<file path="src/rtl/decode_stage_pipe_if.sv">
// Decode-stage handshake bus: fetch side, write-back port and ID/EX output register.
interface decode_stage_pipe_if #(
    parameter int unsigned XLEN  = 32,
    parameter int unsigned CNT_W = 16
);
    logic              in_valid;
    logic              in_ready;
    logic [31:0]       instruction;
    logic              flush;
    logic              wb_en;
    logic [4:0]        wb_addr;
    logic [XLEN-1:0]   wb_value;
    logic              out_valid;
    logic              out_ready;
    logic [XLEN-1:0]   out_data1;
    logic [XLEN-1:0]   out_data2;
    logic [XLEN-1:0]   out_store_data;
    logic [4:0]        out_dest;
    logic [3:0]        out_aluop;
    logic              out_reg_write;
    logic              out_mem_read;
    logic              out_mem_write;
    logic              out_branch;
    logic              out_illegal;
    logic [CNT_W-1:0]  stall_count;

    // Driver of instructions/write-back, consumer of the ID/EX register
    modport master (
        output in_valid, instruction, flush, wb_en, wb_addr, wb_value, out_ready,
        input  in_ready, out_valid, out_data1, out_data2, out_store_data, out_dest,
               out_aluop, out_reg_write, out_mem_read, out_mem_write, out_branch,
               out_illegal, stall_count
    );

    // The decode stage itself
    modport slave (
        input  in_valid, instruction, flush, wb_en, wb_addr, wb_value, out_ready,
        output in_ready, out_valid, out_data1, out_data2, out_store_data, out_dest,
               out_aluop, out_reg_write, out_mem_read, out_mem_write, out_branch,
               out_illegal, stall_count
    );
endinterface

</file>
<file path="src/rtl/decode_stage_pipe.sv">
// Pipelined MIPS decode stage: register file with write-back bypass, decoder,
// ID/EX output register with load-use bubble insertion, flush and stall counter.
module decode_stage_pipe #(
    parameter int unsigned XLEN  = 32,
    parameter int unsigned NREG  = 32,
    parameter int unsigned CNT_W = 16
) (
    input  logic               clk,
    input  logic               reset,
    decode_stage_pipe_if.slave bus
);
    localparam int unsigned IDX_W = $clog2(NREG);

    localparam logic [5:0] OP_RTYPE = 6'b000000;
    localparam logic [5:0] OP_ADDI  = 6'b001000;
    localparam logic [5:0] OP_LW    = 6'b100011;
    localparam logic [5:0] OP_SW    = 6'b101011;
    localparam logic [5:0] OP_BEQ   = 6'b000100;

    localparam logic [5:0] FN_ADD = 6'b100000;
    localparam logic [5:0] FN_SUB = 6'b100010;
    localparam logic [5:0] FN_AND = 6'b100100;
    localparam logic [5:0] FN_OR  = 6'b100101;
    localparam logic [5:0] FN_SLT = 6'b101010;

    localparam logic [3:0] ALU_AND = 4'b0000;
    localparam logic [3:0] ALU_OR  = 4'b0001;
    localparam logic [3:0] ALU_ADD = 4'b0010;
    localparam logic [3:0] ALU_SUB = 4'b0110;
    localparam logic [3:0] ALU_SLT = 4'b0111;

    logic [5:0]       opcode, func;
    logic [4:0]       rs, rt, rd;
    logic [15:0]      imm;
    logic [XLEN-1:0]  imm_ext;
    logic [IDX_W-1:0] rs_idx, rt_idx, wb_idx;
    logic             wb_hit;

    assign opcode  = bus.instruction[31:26];
    assign rs      = bus.instruction[25:21];
    assign rt      = bus.instruction[20:16];
    assign rd      = bus.instruction[15:11];
    assign func    = bus.instruction[5:0];
    assign imm     = bus.instruction[15:0];
    assign imm_ext = XLEN'($signed(imm));
    assign rs_idx  = rs[IDX_W-1:0];
    assign rt_idx  = rt[IDX_W-1:0];
    assign wb_idx  = bus.wb_addr[IDX_W-1:0];
    assign wb_hit  = bus.wb_en && (wb_idx != '0);

    logic [XLEN-1:0] rf_q [NREG];
    logic [XLEN-1:0] rf_d [NREG];
    logic [XLEN-1:0] rs_val, rt_val;

    // Register file write port; entry 0 is never written
    always_comb begin
        rf_d = rf_q;
        if (wb_hit) rf_d[wb_idx] = bus.wb_value;
    end

    // Register file storage
    always_ff @(posedge clk) begin
        if (reset) rf_q <= '{default: '0};
        else       rf_q <= rf_d;
    end

    // Operand reads with same-cycle write-back bypass
    always_comb begin
        rs_val = rf_q[rs_idx];
        rt_val = rf_q[rt_idx];
        if (rs_idx == '0)                     rs_val = '0;
        else if (wb_hit && wb_idx == rs_idx)  rs_val = bus.wb_value;
        if (rt_idx == '0)                     rt_val = '0;
        else if (wb_hit && wb_idx == rt_idx)  rt_val = bus.wb_value;
    end

    logic [3:0]      dec_aluop;
    logic [4:0]      dec_dest;
    logic [XLEN-1:0] dec_data2;
    logic            dec_rw, dec_mr, dec_mw, dec_br, dec_ill, uses_rt;

    // Instruction decode into control fields
    always_comb begin
        dec_aluop = ALU_AND;
        dec_dest  = '0;
        dec_data2 = rt_val;
        dec_rw    = 1'b0;
        dec_mr    = 1'b0;
        dec_mw    = 1'b0;
        dec_br    = 1'b0;
        dec_ill   = 1'b0;
        uses_rt   = 1'b0;
        case (opcode)
            OP_RTYPE: begin
                uses_rt  = 1'b1;
                dec_rw   = 1'b1;
                dec_dest = rd;
                case (func)
                    FN_ADD:  dec_aluop = ALU_ADD;
                    FN_SUB:  dec_aluop = ALU_SUB;
                    FN_AND:  dec_aluop = ALU_AND;
                    FN_OR:   dec_aluop = ALU_OR;
                    FN_SLT:  dec_aluop = ALU_SLT;
                    default: begin
                        dec_ill  = 1'b1;
                        dec_rw   = 1'b0;
                        dec_dest = '0;
                    end
                endcase
            end
            OP_ADDI: begin
                dec_aluop = ALU_ADD;
                dec_rw    = 1'b1;
                dec_dest  = rt;
                dec_data2 = imm_ext;
            end
            OP_LW: begin
                dec_aluop = ALU_ADD;
                dec_rw    = 1'b1;
                dec_mr    = 1'b1;
                dec_dest  = rt;
                dec_data2 = imm_ext;
            end
            OP_SW: begin
                uses_rt   = 1'b1;
                dec_aluop = ALU_ADD;
                dec_mw    = 1'b1;
                dec_data2 = imm_ext;
            end
            OP_BEQ: begin
                uses_rt   = 1'b1;
                dec_aluop = ALU_SUB;
                dec_br    = 1'b1;
            end
            default: dec_ill = 1'b1;
        endcase
        if (dec_dest == '0) dec_rw = 1'b0;
    end

    logic             valid_q, valid_d;
    logic [XLEN-1:0]  data1_q, data1_d, data2_q, data2_d, store_q, store_d;
    logic [4:0]       dest_q, dest_d;
    logic [3:0]       aluop_q, aluop_d;
    logic             rw_q, rw_d, mr_q, mr_d, mw_q, mw_d, br_q, br_d, ill_q, ill_d;
    logic [CNT_W-1:0] stall_q, stall_d;
    logic             load_en, hazard, in_ready_w, accept;

    assign load_en    = !valid_q || bus.out_ready;
    assign hazard     = valid_q && mr_q && (dest_q != '0)
                        && ((dest_q == rs) || (uses_rt && (dest_q == rt)));
    assign in_ready_w = load_en && !hazard && !bus.flush;
    assign accept     = bus.in_valid && in_ready_w;

    // ID/EX register next state: flush, accept, load-use bubble, drain, hold
    always_comb begin
        valid_d = valid_q;
        data1_d = data1_q;
        data2_d = data2_q;
        store_d = store_q;
        dest_d  = dest_q;
        aluop_d = aluop_q;
        rw_d    = rw_q;
        mr_d    = mr_q;
        mw_d    = mw_q;
        br_d    = br_q;
        ill_d   = ill_q;
        stall_d = stall_q;
        if (bus.flush) begin
            valid_d = 1'b0;
        end else if (accept) begin
            valid_d = 1'b1;
            data1_d = rs_val;
            data2_d = dec_data2;
            store_d = rt_val;
            dest_d  = dec_dest;
            aluop_d = dec_aluop;
            rw_d    = dec_rw;
            mr_d    = dec_mr;
            mw_d    = dec_mw;
            br_d    = dec_br;
            ill_d   = dec_ill;
        end else if (load_en && hazard) begin
            valid_d = 1'b0;
            if (stall_q != '1) stall_d = stall_q + CNT_W'(1);
        end else if (load_en) begin
            valid_d = 1'b0;
        end
    end

    // ID/EX register and stall counter
    always_ff @(posedge clk) begin
        if (reset) begin
            valid_q <= 1'b0;
            data1_q <= '0;
            data2_q <= '0;
            store_q <= '0;
            dest_q  <= '0;
            aluop_q <= '0;
            rw_q    <= 1'b0;
            mr_q    <= 1'b0;
            mw_q    <= 1'b0;
            br_q    <= 1'b0;
            ill_q   <= 1'b0;
            stall_q <= '0;
        end else begin
            valid_q <= valid_d;
            data1_q <= data1_d;
            data2_q <= data2_d;
            store_q <= store_d;
            dest_q  <= dest_d;
            aluop_q <= aluop_d;
            rw_q    <= rw_d;
            mr_q    <= mr_d;
            mw_q    <= mw_d;
            br_q    <= br_d;
            ill_q   <= ill_d;
            stall_q <= stall_d;
        end
    end

    assign bus.in_ready       = in_ready_w;
    assign bus.out_valid      = valid_q;
    assign bus.out_data1      = data1_q;
    assign bus.out_data2      = data2_q;
    assign bus.out_store_data = store_q;
    assign bus.out_dest       = dest_q;
    assign bus.out_aluop      = aluop_q;
    assign bus.out_reg_write  = rw_q;
    assign bus.out_mem_read   = mr_q;
    assign bus.out_mem_write  = mw_q;
    assign bus.out_branch     = br_q;
    assign bus.out_illegal    = ill_q;
    assign bus.stall_count    = stall_q;
endmodule

</file>
<file path="src/flat_wrapper.sv">
// flat-port wrapper written by rule: the top's interface ports become plain ports
module decode_stage_pipe_flat 
#(
    parameter int unsigned XLEN  = 32,
    parameter int unsigned NREG  = 32,
    parameter int unsigned CNT_W = 16
)
  (clk, reset, bus_in_valid, bus_instruction, bus_flush, bus_wb_en, bus_wb_addr, bus_wb_value, bus_out_ready, bus_in_ready, bus_out_valid, bus_out_data1, bus_out_data2, bus_out_store_data, bus_out_dest, bus_out_aluop, bus_out_reg_write, bus_out_mem_read, bus_out_mem_write, bus_out_branch, bus_out_illegal, bus_stall_count);
  decode_stage_pipe_if #(.XLEN(XLEN), .CNT_W(CNT_W)) bus_i ();
  input  logic clk;
  input  logic reset;
  input wire logic [$bits(bus_i.in_valid)-1:0] bus_in_valid;
  input wire logic [$bits(bus_i.instruction)-1:0] bus_instruction;
  input wire logic [$bits(bus_i.flush)-1:0] bus_flush;
  input wire logic [$bits(bus_i.wb_en)-1:0] bus_wb_en;
  input wire logic [$bits(bus_i.wb_addr)-1:0] bus_wb_addr;
  input wire logic [$bits(bus_i.wb_value)-1:0] bus_wb_value;
  input wire logic [$bits(bus_i.out_ready)-1:0] bus_out_ready;
  output wire logic [$bits(bus_i.in_ready)-1:0] bus_in_ready;
  output wire logic [$bits(bus_i.out_valid)-1:0] bus_out_valid;
  output wire logic [$bits(bus_i.out_data1)-1:0] bus_out_data1;
  output wire logic [$bits(bus_i.out_data2)-1:0] bus_out_data2;
  output wire logic [$bits(bus_i.out_store_data)-1:0] bus_out_store_data;
  output wire logic [$bits(bus_i.out_dest)-1:0] bus_out_dest;
  output wire logic [$bits(bus_i.out_aluop)-1:0] bus_out_aluop;
  output wire logic [$bits(bus_i.out_reg_write)-1:0] bus_out_reg_write;
  output wire logic [$bits(bus_i.out_mem_read)-1:0] bus_out_mem_read;
  output wire logic [$bits(bus_i.out_mem_write)-1:0] bus_out_mem_write;
  output wire logic [$bits(bus_i.out_branch)-1:0] bus_out_branch;
  output wire logic [$bits(bus_i.out_illegal)-1:0] bus_out_illegal;
  output wire logic [$bits(bus_i.stall_count)-1:0] bus_stall_count;
  assign bus_i.in_valid = bus_in_valid;
  assign bus_i.instruction = bus_instruction;
  assign bus_i.flush = bus_flush;
  assign bus_i.wb_en = bus_wb_en;
  assign bus_i.wb_addr = bus_wb_addr;
  assign bus_i.wb_value = bus_wb_value;
  assign bus_i.out_ready = bus_out_ready;
  assign bus_in_ready = bus_i.in_ready;
  assign bus_out_valid = bus_i.out_valid;
  assign bus_out_data1 = bus_i.out_data1;
  assign bus_out_data2 = bus_i.out_data2;
  assign bus_out_store_data = bus_i.out_store_data;
  assign bus_out_dest = bus_i.out_dest;
  assign bus_out_aluop = bus_i.out_aluop;
  assign bus_out_reg_write = bus_i.out_reg_write;
  assign bus_out_mem_read = bus_i.out_mem_read;
  assign bus_out_mem_write = bus_i.out_mem_write;
  assign bus_out_branch = bus_i.out_branch;
  assign bus_out_illegal = bus_i.out_illegal;
  assign bus_stall_count = bus_i.stall_count;
  decode_stage_pipe #(.XLEN(XLEN), .NREG(NREG), .CNT_W(CNT_W)) u_core (.clk(clk), .reset(reset), .bus(bus_i));
endmodule
</file>
<file path="config.mk">
export PLATFORM = sky130hd
export DESIGN_NAME = decode_stage_pipe_flat
export DESIGN_NICKNAME = d
export VERILOG_FILES = /design/src/rtl/decode_stage_pipe_if.sv /design/src/rtl/decode_stage_pipe.sv /design/src/flat_wrapper.sv
export SDC_FILE = /design/constraint.sdc
export NUM_CORES = 2
export LEC_CHECK = 0
export CAP_MARGIN = 10
export CORE_AREA = 2 2 340 342
export CTS_CLUSTER_DIAMETER = 30
export DETAILED_ROUTE_END_ITERATION = 8
export DIE_AREA = 0 0 342 344
export HOLD_SLACK_MARGIN = 0.03
export PLACE_DENSITY = 0.67
export RECOVER_POWER = 50
export REMOVE_ABC_BUFFERS = 1
export SETUP_SLACK_MARGIN = 0.1
export SLEW_MARGIN = 25
export SYNTH_ARGS = -nofsm -noshare
export SYNTH_HDL_FRONTEND = slang
export SYNTH_SLANG_ARGS = --single-unit
export TNS_END_PERCENT = 20
</file>
<file path="constraint.sdc">
create_clock -name clk -period 8.4 [get_ports clk]
set_clock_uncertainty 0.15 [all_clocks]
set_input_delay 1.68 -clock clk [delete_from_list [all_inputs] [get_ports clk]]
set_output_delay 1.68 -clock clk [all_outputs]
set_load 0.02 [all_outputs]
</file>
==> impl_metrics.json <==
{
  "status": "complete, but fails checks",
  "violations": "capacitance limit, slew limit",
  "cts-resized-gates": 0,
  "whs_ns": 0.298,
  "cts_tree": "built",
  "wire_per_inst_um": 30.8,
  "cts_buffers": 226,
  "critPathCapture": "u_core.rf_q[471]",
  "port-buffer-count": 201,
  "ys_warn_count": 0,
  "first_pass_iters": 8,
  "die_h_um": 344,
  "postCtsSetupBuffers": 0,
  "viasPerCell": 6.83,
  "synth_flop_cell": "dfxtp_1",
  "synth_edf_count": 0,
  "syn_inst": 6324,
  "overflow": 0,
  "avgSynthCellArea_sq_um": 8.96,
  "crit_required_ns": 8.75,
  "worstPathMaxFanout": 214,
  "final_common_cell": "nand2_1",
  "hold_buffers": 0,
  "initial_core_util_pct": 49.7,
  "cts_root_buffer": "clkbuf_16",
  "setup_viol": 0,
  "netlist_area_sq_mm": 0.0566,
  "hpwl_um": 136000,
  "route.detailed.drc": 0,
  "startpoint": "reset",
  "worstPathArrival_ns": 7.73,
  "die_area_sq_mm": 0.118,
  "vias": 54300,
  "post_dp_cell_area_sq_mm": 0.0595,
  "first_global_vias": 51700,
  "cellLeakagePower_nw": 22.9,
  "grt_pass1_wl_um": 351000,
  "mostFrequentLayoutCells": "nand2_1, dfxtp_1, a21oi_1",
  "ff_latch_area_sq_mm": 0.0230,
  "totalNegativeSetupSlack_ns": 0,
  "yosysTopAreaCell": "dfxtp_1",
  "fillers": 9455,
  "max_clock_freq_ghz": 0.136,
  "htree_levels": 4,
  "fin_crit_ns": 7.38,
  "total_power_mw": 16.3,
  "clock_sinks": 1150,
  "gp_congestion": 0.944,
  "boundaryPins": 203,
  "multi_input_area_sq_mm": 0.0312,
  "whs_path_depth": 2,
  "synth_area_leaders": "dfxtp_1, mux4_2, nand2_1, a21oi_1, clkbuf_1",
  "yosysSeqAreaShare_pct": 40.6,
  "wl_um": 245000,
  "hp-class": "reg -> reg",
  "clk_pin_slew_worst_paths_ns": 0.05,
  "rr_endpoint": "u_core.bus.out_data1[6]",
  "ys_types": 68,
  "reg2reg_slack_ns": 4.00,
  "final_area_sq_mm": 0.0675,
  "drive_gt1_share_pct": 18.6,
  "final_nets": 6303,
  "ys_seq_elements": 1150,
  "grt_max_degree": 215,
  "drt_iter0_markers": 9702,
  "rsz0062_at_grt": "no",
  "antenna_found_initial": 10,
  "clock_latency_ns": 0.84,
  "clock_path_buffers": 3,
  "slew_viol_final": 1047,
  "slew_headroom_pct": -191,
  "critPathKind": "in -> reg",
  "finalCritPeriodShare_pct": 87.8,
  "finalHoldViolations": 0,
  "ir_worst_vdd_mv": 0.245,
  "regToRegStartpoint": "u_core.bus.out_dest[4]",
  "core_region_area_sq_mm": 0.114,
  "syn_to_final_growth_pct": 19.2,
  "drv_cap": 25,
  "core.rowCount": 124,
  "yosysTopAreaCellShare_pct": 40.6,
  "rr_worst_depth": 8,
  "start_kind": "input port",
  "critPathCaptureType": "flop",
  "grtUsageTotal_pct": 40.6,
  "fp.dieW_um": 342,
  "powerDensity_mw_per_mm2": 242,
  "ant_nets": 0,
  "async_flop_share_pct": 0,
  "worst_pin_slew_ns": 4.36
}
==> final cells by class <==
cell class	instances	area share [%]
clock inverter	158	2.99
timing repair buffer	348	4.67
sequential	1150	34.1
clock buffer	271	9.12
multi-input combinational	4491	46.3
inverter	10	0.0556
tap	1512	2.80
antenna	6	0.0222
==> sequential cells by signal, indices dropped and copies added (netlist names), 3 cells and up <==
signal,count
u_core.rf_q,1024
u_core.bus.out_data2,32
u_core.bus.out_aluop,3
u_core.bus.out_store_data,32
u_core.bus.out_data1,32
u_core.bus.out_dest,5
u_core.bus.stall_count,16
==> worst min-delay path by stage <==
stage	start	end	slack (ns)
floorplan	u_core.rf_q[26]	u_core.rf_q[26]	0.29
global placement	u_core.bus.out_mem_write	u_core.bus.out_mem_write	0.29
detailed placement	u_core.bus.out_mem_write	u_core.bus.out_mem_write	0.30
CTS	u_core.bus.out_mem_write	u_core.bus.out_mem_write	0.30
global route	u_core.bus.out_mem_write	u_core.bus.out_mem_write	0.32
finish	u_core.bus.out_mem_write	u_core.bus.out_mem_write	0.30
==> power by group <==
| part | switching (mW) | internal, mW |
|---|---|---|
| sequential | 0.0658 | 5.53 |
| combinational | 0.760 | 0.358 |
| clock | 3.23 | 6.37 |
==> logic make-up after synthesis <==
group / after synthesis / share of synthesized area (%)
other cells: 1 / 0.00662
simple gates: 2416 / 17.2
flops: 1150 / 40.6
fa+ha+maj: 1 / 0.0221
compound gates: 1386 / 14.2
mux: 664 / 22.8
xor+xnor: 23 / 0.356
buf+inv: 683 / 4.84
==> critical path, cell delays in order <==
cell	delay, ns
clkbuf_1	1.97
buf_12	0.80
buf_2	2.78
a21oi_1	0.18
==> synthesized netlist by cell type, types with 9 or more instances <==
cell type  count
nand2_1     2061
dfxtp_1     1150
a21oi_1     1015
clkbuf_1     527
mux4_2       492
o22ai_1      127
mux2i_1      100
nor2_1        94
a221o_1       91
buf_2         74
mux2_2        72
nor4_1        67
buf_1         50
nor2b_1       39
nand3_1       29
or4_1         28
buf_4         22
o21ai_0       22
a221oi_1      21
nor3_1        21
a211oi_1      17
xnor2_1       16
nand2b_1      14
o221a_2       14
o221ai_1      13
a22oi_1       11
nand3b_1      11
and3_1        10
inv_1          9
==> metal layers <==
layer  wire length (um)  vias up  GRT usage, %
met5                 50        -             0
met4              20700        8          29.2
met3              38600     1268          14.5
met2             101000     4910          58.0
met1              84400    25800          50.8
li1                   -    22300             -
==> per-stage QoR <==
step	utilization, %	worst slack (ns)	cells
after CTS	59.5	1.76	7939
after global routing	59.3	0.856	7940
after detailed placement	52.3	1.76	7510
after global placement	52.2	1.71	7509
after floorplan	-	1.01	5651
final	59.3	1.02	7946
Power figures use the tool's default switching activity.
